[config.mk]
export PLATFORM = sky130hd
export DESIGN_NAME = issue_queue
export DESIGN_NICKNAME = d
export VERILOG_FILES = /design/src/rtl/issue_queue_pkg.sv /design/src/rtl/iq_ram.sv /design/src/rtl/issue_queue.sv
export SDC_FILE = /design/constraint.sdc
export NUM_CORES = 2
export LEC_CHECK = 0
export CORE_ASPECT_RATIO = 1.75
export CORE_MARGIN = 2
export CORE_UTILIZATION = 50
export CTS_BUF_LIST = sky130_fd_sc_hd__clkbuf_8
export CTS_CLUSTER_DIAMETER = 50
export DETAILED_ROUTE_END_ITERATION = 16
export DONT_BUFFER_PORTS = 1
export PLACE_DENSITY = 0.71
export SETUP_SLACK_MARGIN = 0.05
export SYNTH_ARGS = -nofsm -noshare
export SYNTH_HDL_FRONTEND = slang
export SYNTH_SLANG_ARGS = --single-unit
[constraint.sdc]
create_clock -name clk -period 3.4 [get_ports clk]
set_input_delay 0.51 -clock clk [delete_from_list [all_inputs] [get_ports clk]]
set_output_delay 0.51 -clock clk [all_outputs]
set_load 0.02 [all_outputs]
[src/rtl/issue_queue_pkg.sv]
// Shared types and sizing for the decode-to-issue queue.
// IQ_ADDR must be wide enough to hold a count of 0..IQ_DEPTH inclusive.
package issue_queue_pkg;

  localparam int IQ_DEPTH  = 16;
  localparam int IQ_ADDR_W = $clog2(IQ_DEPTH) + 1;

  typedef logic [IQ_ADDR_W-1:0] IQ_ADDR;
  typedef logic bool;

  typedef struct packed {
    logic [31:0] pc;
    logic [31:0] inst;
  } ISSUE_QUEUE_ELEMENT;

endpackage

[src/rtl/iq_ram.sv]
// Register array backing the issue queue.
// It has two write ports, two combinational read ports and an async active-low clear.
module iq_ram
  import issue_queue_pkg::*;
#(
  parameter int DEPTH = 16
) (
  input  logic                     clk,
  input  logic                     rst,
  input  logic                     we0,
  input  logic                     we1,
  input  logic [$clog2(DEPTH)-1:0] waddr0,
  input  logic [$clog2(DEPTH)-1:0] waddr1,
  input  ISSUE_QUEUE_ELEMENT       wdata0,
  input  ISSUE_QUEUE_ELEMENT       wdata1,
  input  logic [$clog2(DEPTH)-1:0] raddr0,
  input  logic [$clog2(DEPTH)-1:0] raddr1,
  output ISSUE_QUEUE_ELEMENT       rdata0,
  output ISSUE_QUEUE_ELEMENT       rdata1
);

  localparam int AW = $clog2(DEPTH);

  ISSUE_QUEUE_ELEMENT [DEPTH-1:0] mem;

  // The two write addresses are always tail and tail+1, so they never collide.
  generate
    for (genvar gi = 0; gi < DEPTH; gi++) begin : g_entry
      always_ff @(posedge clk or negedge rst) begin
        if (!rst) begin
          mem[gi] <= '0;
        end else if (we1 && waddr1 == AW'(gi)) begin
          mem[gi] <= wdata1;
        end else if (we0 && waddr0 == AW'(gi)) begin
          mem[gi] <= wdata0;
        end
      end
    end
  endgenerate

  assign rdata0 = mem[raddr0];
  assign rdata1 = mem[raddr1];

endmodule

[src/rtl/issue_queue.sv]
// In-order circular issue queue: it accepts up to two entries per cycle and presents the two oldest.
// Issue pops entries by returning a count; flush empties the queue on a redirect.
module issue_queue
  import issue_queue_pkg::*;
#(
  parameter int IQ_DEPTH = issue_queue_pkg::IQ_DEPTH
) (
  input  logic                     clk,
  input  logic                     rst,
  input  logic                     flush,
  input  logic [1:0]               push_number,
  input  ISSUE_QUEUE_ELEMENT [1:0] push_data,
  output logic                     iq_ready,
  output ISSUE_QUEUE_ELEMENT [1:0] issue_require,
  output IQ_ADDR                   iq_size,
  input  logic [1:0]               iq_pop_number
);

  localparam int PW = $clog2(IQ_DEPTH);
  localparam int CW = PW + 1;

  logic [PW-1:0] head_reg, head_next;
  logic [PW-1:0] tail_reg, tail_next;
  logic [CW-1:0] count_reg, count_next;
  logic [1:0]    push_eff, pop_eff;
  logic          we0, we1;
  ISSUE_QUEUE_ELEMENT rdata0, rdata1;

  // Ready comes from the registered count only, so slots freed by a pop open up one cycle later.
  assign iq_ready = (count_reg <= CW'(IQ_DEPTH - 2));

  always_comb begin
    push_eff = 2'd0;
    if (iq_ready) begin
      push_eff = (push_number == 2'd3) ? 2'd2 : push_number;
    end
    pop_eff = (iq_pop_number == 2'd3) ? 2'd2 : iq_pop_number;
    if (CW'(pop_eff) > count_reg) begin
      pop_eff = count_reg[1:0];
    end
    head_next  = head_reg + PW'(pop_eff);
    tail_next  = tail_reg + PW'(push_eff);
    count_next = count_reg + CW'(push_eff) - CW'(pop_eff);
    if (flush) begin
      head_next  = '0;
      tail_next  = '0;
      count_next = '0;
    end
  end

  always_ff @(posedge clk or negedge rst) begin
    if (!rst) begin
      head_reg  <= '0;
      tail_reg  <= '0;
      count_reg <= '0;
    end else begin
      head_reg  <= head_next;
      tail_reg  <= tail_next;
      count_reg <= count_next;
    end
  end

  assign we0 = !flush && (push_eff != 2'd0);
  assign we1 = !flush && (push_eff == 2'd2);

  iq_ram #(
    .DEPTH(IQ_DEPTH)
  ) u_ram (
    .clk    (clk),
    .rst    (rst),
    .we0    (we0),
    .we1    (we1),
    .waddr0 (tail_reg),
    .waddr1 (tail_reg + PW'(1)),
    .wdata0 (push_data[0]),
    .wdata1 (push_data[1]),
    .raddr0 (head_reg),
    .raddr1 (head_reg + PW'(1)),
    .rdata0 (rdata0),
    .rdata1 (rdata1)
  );

  assign issue_require[0] = (count_reg != '0)      ? rdata0 : '0;
  assign issue_require[1] = (count_reg >= CW'(2))  ? rdata1 : '0;
  assign iq_size          = IQ_ADDR'(count_reg);

endmodule

=== After elaboration in Yosys (flattened, before gate mapping) ===
Index checks and enable logic that the tools add are counted.

* Add/subtract/negate cells: 6
* Multiply operators: 0
* Divide/modulo/power cells: 0
* $lt $le $gt $ge: 5
* Equality and inequality tests: 33
* Shifts and indexed selects: 0
* Muxes and demuxes: 45
* Bitwise logic cells: 0
* Reductions and logical operators: 55

{| class="wikitable"
|+ Operators with widths
! operator !! count
|-
| 2-to-1 mux 64 bit || 36
|-
| binary-select mux 64 bit (select 4 bit) || 2
|-
| == test 4 bit (second input constant) || 16
|-
| logical AND 1 bit || 34
|-
| nonzero test 2 bit || 17
|-
| == test 4 x 3 -> 1 bit (second input constant) || 8
|-
| == test 4 x 2 -> 1 bit (second input constant) || 4
|-
| less-than comparator 4 x 5 -> 1 bit (second input constant) || 2
|-
| adder 4 x 1 -> 4 bit (second input constant) || 2
|-
| adder 4 x 2 -> 4 bit || 2
|-
| == test 4 x 1 -> 1 bit (second input constant) || 2
|-
| zero test 4 bit || 2
|-
| 2-to-1 mux 2 bit || 4
|-
| 2-to-1 mux 4 bit || 2
|-
| == test 2 bit (second input constant) || 3
|-
| adder 5 x 2 -> 5 bit || 1
|-
| >= comparator 5 x 2 -> 1 bit (second input constant) || 1
|-
| greater-than comparator 2 x 5 -> 1 bit || 1
|-
| less-or-equal comparator 5 x 4 -> 1 bit (second input constant) || 1
|-
| 2-to-1 mux 5 bit || 1
|-
| nonzero test 5 bit || 1
|-
| subtractor 5 x 2 -> 5 bit || 1
|-
| zero test 1 bit || 1
|}

* Flip-flop bits (word level): 1037
* Bits in latches: 0
* Memory bits (writable): 0
* Memory bits (read-only): 0
* Bits of input ports: 135
* Output and inout port bits: 134
* Logic and storage cells: 179
* Memories kept: 0

=== Longest topological paths before layout ===
* Word-level depth: 8
* Depth in mapped cells: 17
* Mapped depth without buffers: 16

=== Cells and area by module ===
A second synthesis with hierarchy kept.

* Cell total of the unflattened synthesis: 7528
* Area, all modules: 68305.5 sq um

{| class="wikitable"
|+ Modules (own cells, without submodules)
! module !! times used !! cells each !! area each (sq um) !! sequential area each (sq um)
|-
| iq_ram || 1 || 7282 || 66402.4 || 25624.6
|-
| issue_queue || 1 || 246 || 1903.1 || 325.3
|}

=== Worst setup path after synthesis ===
Ideal clock, no wire load.

* Path kind: register -> register
* Start: register count_reg[1], in the netlist iq_size[1]
* End: register count_reg[4], in the netlist iq_size[4]
* Library setup time: 136 ps
* Data arrival time: 2897 ps
* Required time: 3264 ps
* Path slack: 367 ps
* Cell stages (with the launch flop): 16
* Path buffers: 0
* Clock period less this slack: 3033 ps
* Path through: dfrtp_1 > inv_1 > ha_1 > nor2b_1 > o2111ai_1 > mux2i_1 > ha_1 > inv_1 > ha_1 > inv_1 > fa_1 > inv_1 > a21oi_1 > nor2_1 > or3_1 > a21oi_1

* Word-level cells in the longest chain between the ends: 5
* Elaborated cells on any way between the ends: 7
* Those cells by class: add/sub (2); order compare (2); mux (3)

{| class="wikitable"
|+ RTL lines
! what !! RTL line !! RTL
|-
| start, declared || issue_queue.sv:24 || <nowiki>logic [CW-1:0] count_reg, count_next;</nowiki>
|-
| start signal, assigned || issue_queue.sv:59 || <nowiki>count_reg <= count_next;</nowiki>
|-
| less-or-equal comparator 5 x 4 -> 1 bit || issue_queue.sv:30 || <nowiki>assign iq_ready = (count_reg <= CW'(IQ_DEPTH - 2));</nowiki>
|-
| 2-to-1 mux 2 bit || issue_queue.sv:34 || <nowiki>if (iq_ready) begin</nowiki>
|-
| adder 5 x 2 -> 5 bit || issue_queue.sv:43 || <nowiki>count_next = count_reg + CW'(push_eff) - CW'(pop_eff);</nowiki>
|-
| subtractor 5 x 2 -> 5 bit (*) || issue_queue.sv:43 ||
|-
| 2-to-1 mux 5 bit (*) || issue_queue.sv:44 || <nowiki>if (flush) begin</nowiki>
|-
| named net count_next[4] || issue_queue.sv:24 ||
|}

Mark *: on every way through the listed nets, which the timed path passes. The rest lies on a longest branch.
A chain may end at the register's enable or synchronous reset.

==> flow_metrics.tcl <==
set metrics [dict create \
    status "finished with violations" \
    failed_checks "hold timing, slew limit, setup timing" \
    path_class "flop to output port" \
    hp-class "primary input to async pin" \
    max_stage_delay_ps 540 \
    start_util 0.502 \
    synth_fp_nets 6010 \
    core_area_um2 128000 \
    grt_antenna_before_repair 29 \
    grt_pass1_wl_um 357000 \
    arrival_ps 3200 \
    dr_total_vias 54600 \
    wire_per_inst_um 32.5 \
    fin_cells 7823 \
    synth_ff_type "dfrtp_1" \
    cts.sinks 1037 \
    synth.distinct_cells 45 \
    yosys-top-cells-area "dfrtp_1 40%, mux2i_1 20%, mux4_2 18%" \
    synth_top_area_cell "dfrtp_1" \
    die_y_um 479 \
    start_kind "flop" \
    grt_overflow_total 0 \
    drive_gt1_frac 0.250 \
    routed_wl_um 254000 \
    cp.required_ps 2890 \
    netlist_instances 5854 \
    cap_violations 0 \
    fin_skew_ps 53.2 \
    finalCritPeriodShare 1.09 \
    max-clock-path-buffers 3 \
    power.leakage_nw 31.4 \
    hold_viol_final 192 \
    dieArea_um2 132000 \
    ios 269 \
    regMostFlops "u_ram.mem" \
    synth_enable_flop_cells 0 \
    finalNetCount 6145 \
    drtPass1Iterations 7 \
    ff2ff_path_depth 7 \
    final.min_clock_period_ps 3710 \
    post-synth-top-count-cell "mux2i_1" \
    power.total_mw 71.8 \
    grtUsageTotal 0.365 \
    crit_top_cell "buf_12" \
    grt_pass1_vias 54100 \
    yosysSeqAreaShare 0.403 \
    num_rows 174 \
    setup_viol 126 \
    ys_ff_latch 1037 \
    ctsHoldBuffers 185 \
    peakVddDrop_mv 0.811 \
    drc 0 \
    io_buffers 0 \
    holdWs_ps -704 \
    die_w_um 275 \
    synthTopCellsByCount "1281 x mux2i_1, 1037 x dfrtp_1, 709 x nand2_1" \
    drt_first_iter_violations 8297 \
    largest_reg_flops 1024 \
    synth.cell_area_um2 64400 \
    fin_ws_ps -309 \
    r2r-end "u_ram.mem[650]" \
    slew_headroom -0.0288 \
    ys_async_sr_fraction 1.00 \
    finalMaxSlewViolations 93 \
    critPathSlowestCell "dfrtp_4" \
    cts_tree "built" \
    syn_area_per_cell_um2 11.0 \
    powerDensity_nw_per_um2 915 \
    r2r_start "tail_reg[1]" \
    synth-warning-count 0 \
    regToRegSetupSlack_ps 20 \
    fin_util 0.612 \
    rsz0062_at_grt "yes" \
    worstPathCellList "ha_4, buf_12, buf_12, buf_16, mux4_2, mux2i_2, o22ai_2, buf_6" \
    synth_top_cell_area_share 0.403 \
    routabilityCongestion 0.868 \
    cp_max_fo 10 \
    endpoint_kind "output port" \
    numCtsBuffers 168 \
    cts_root_buffer "clkbuf_8" \
    viasPerCell 6.98 \
    area_growth_pct 22.0 \
    htreeDepth 4 \
    fmax_mhz 270 \
    hpwl_um 124000 \
    tightest_slew_ps 1540 \
    cts.clk_slew.worst_paths_ps 60 \
    grt_max_degree 1038 \
    placed_cells 7092 \
    worstSkewPairLatency_ps 950 \
    antenna_left 0 \
]
power by group:
part	switching, mW	leakage (nW)	internal, mW	total [mW]
sequential	3.10	13.2	15.9	19.0
clock	5.59	1.99	5.85	11.4
combinational	20.4	16.2	21.0	41.4
through the flow:
stage               TNS [ps]  cell area [µm²]  worst slack [ps]  hold WS (ps)
floorplan                  0            64400               367           214
global placement           0            66400               209           325
detailed placement         0            66400               265           315
CTS                   -24290            75700              -284          -662
global route          -26060            78500              -341          -747
finish                -19320            78500              -309          -704
how the worst max path moves through the flow:
stage                      from            endpoint  slack, ps  cells after the start
6_report            head_reg[0]  issue_require[123]       -310                      8
5_1_grt             head_reg[0]  issue_require[118]       -340                      8
4_1_cts             head_reg[0]   issue_require[96]       -280                      8
3_5_place_dp   iq_pop_number[1]          iq_size[4]        270                     14
3_3_place_gp   iq_pop_number[1]          iq_size[4]        210                     14
2_1_floorplan        iq_size[1]          iq_size[4]        370                     15
cells by family after synthesis:
group                    synth area share
multiplexers                        0.378
AO/OA/AOI/OAI                      0.0938
AND/OR/NAND/NOR                    0.0674
flip-flops                          0.403
buffers and inverters              0.0518
adder cells (fa/ha/maj)           0.00455
XOR/XNOR                          0.00109
metal layers:
metal  wire length, µm  track usage
met5               126            0
met4             21300        0.257
met3             34500        0.120
met2            113000        0.550
met1             85500        0.440
critical path, delay by kind of cell, from the launching register on:
| kind | cells | cell delay [ps] |
|---|---|---|
| AO/OA/AOI/OAI | 1 | 150 |
| adder cells (fa/ha/maj) | 1 | 390 |
| buffers and inverters | 4 | 640 |
| flip-flops | 1 | 540 |
| multiplexers | 2 | 560 |
cell type report:
class / instances / area [µm²]
fill: 9507 / 49700
multi-input combinational: 4097 / 37200
sequential: 1037 / 26000
timing repair buffer: 671 / 9680
clock buffer: 218 / 3000
tap: 1672 / 2090
clock inverter: 85 / 454
antenna: 29 / 72.6
inverter: 14 / 57.6
timing repair:
item                                    in CTS  in global routing
endpoints found under the setup margin     128                364
pin swaps                                   40                 75
gates cloned                                55                 52
hold endpoints to repair                  2074                192
setup buffers                               65                 51
resized for setup                          371                239
cell usage in the layout (no fill, tap or decap), types with 6 or more instances in the layout:
cell / instances
clkbuf_8: 218
mux2i_4: 61
nor4_2: 14
o21ai_0: 258
diode_2: 29
inv_6: 6
buf_12: 96
dfrtp_1: 1034
inv_1: 63
o21ai_1: 450
dlygate4sd3_1: 185
nand2_1: 708
o22ai_1: 36
a21oi_1: 325
ha_1: 15
nor2_1: 334
clkinv_2: 19
buf_6: 115
buf_8: 14
mux2i_2: 79
or4_4: 7
mux2i_1: 1141
o22ai_2: 71
clkbuf_16: 44
nor2b_1: 7
buf_16: 81
mux4_2: 512
buf_4: 134
o22ai_4: 21
(Power assumes the default switching activity.)
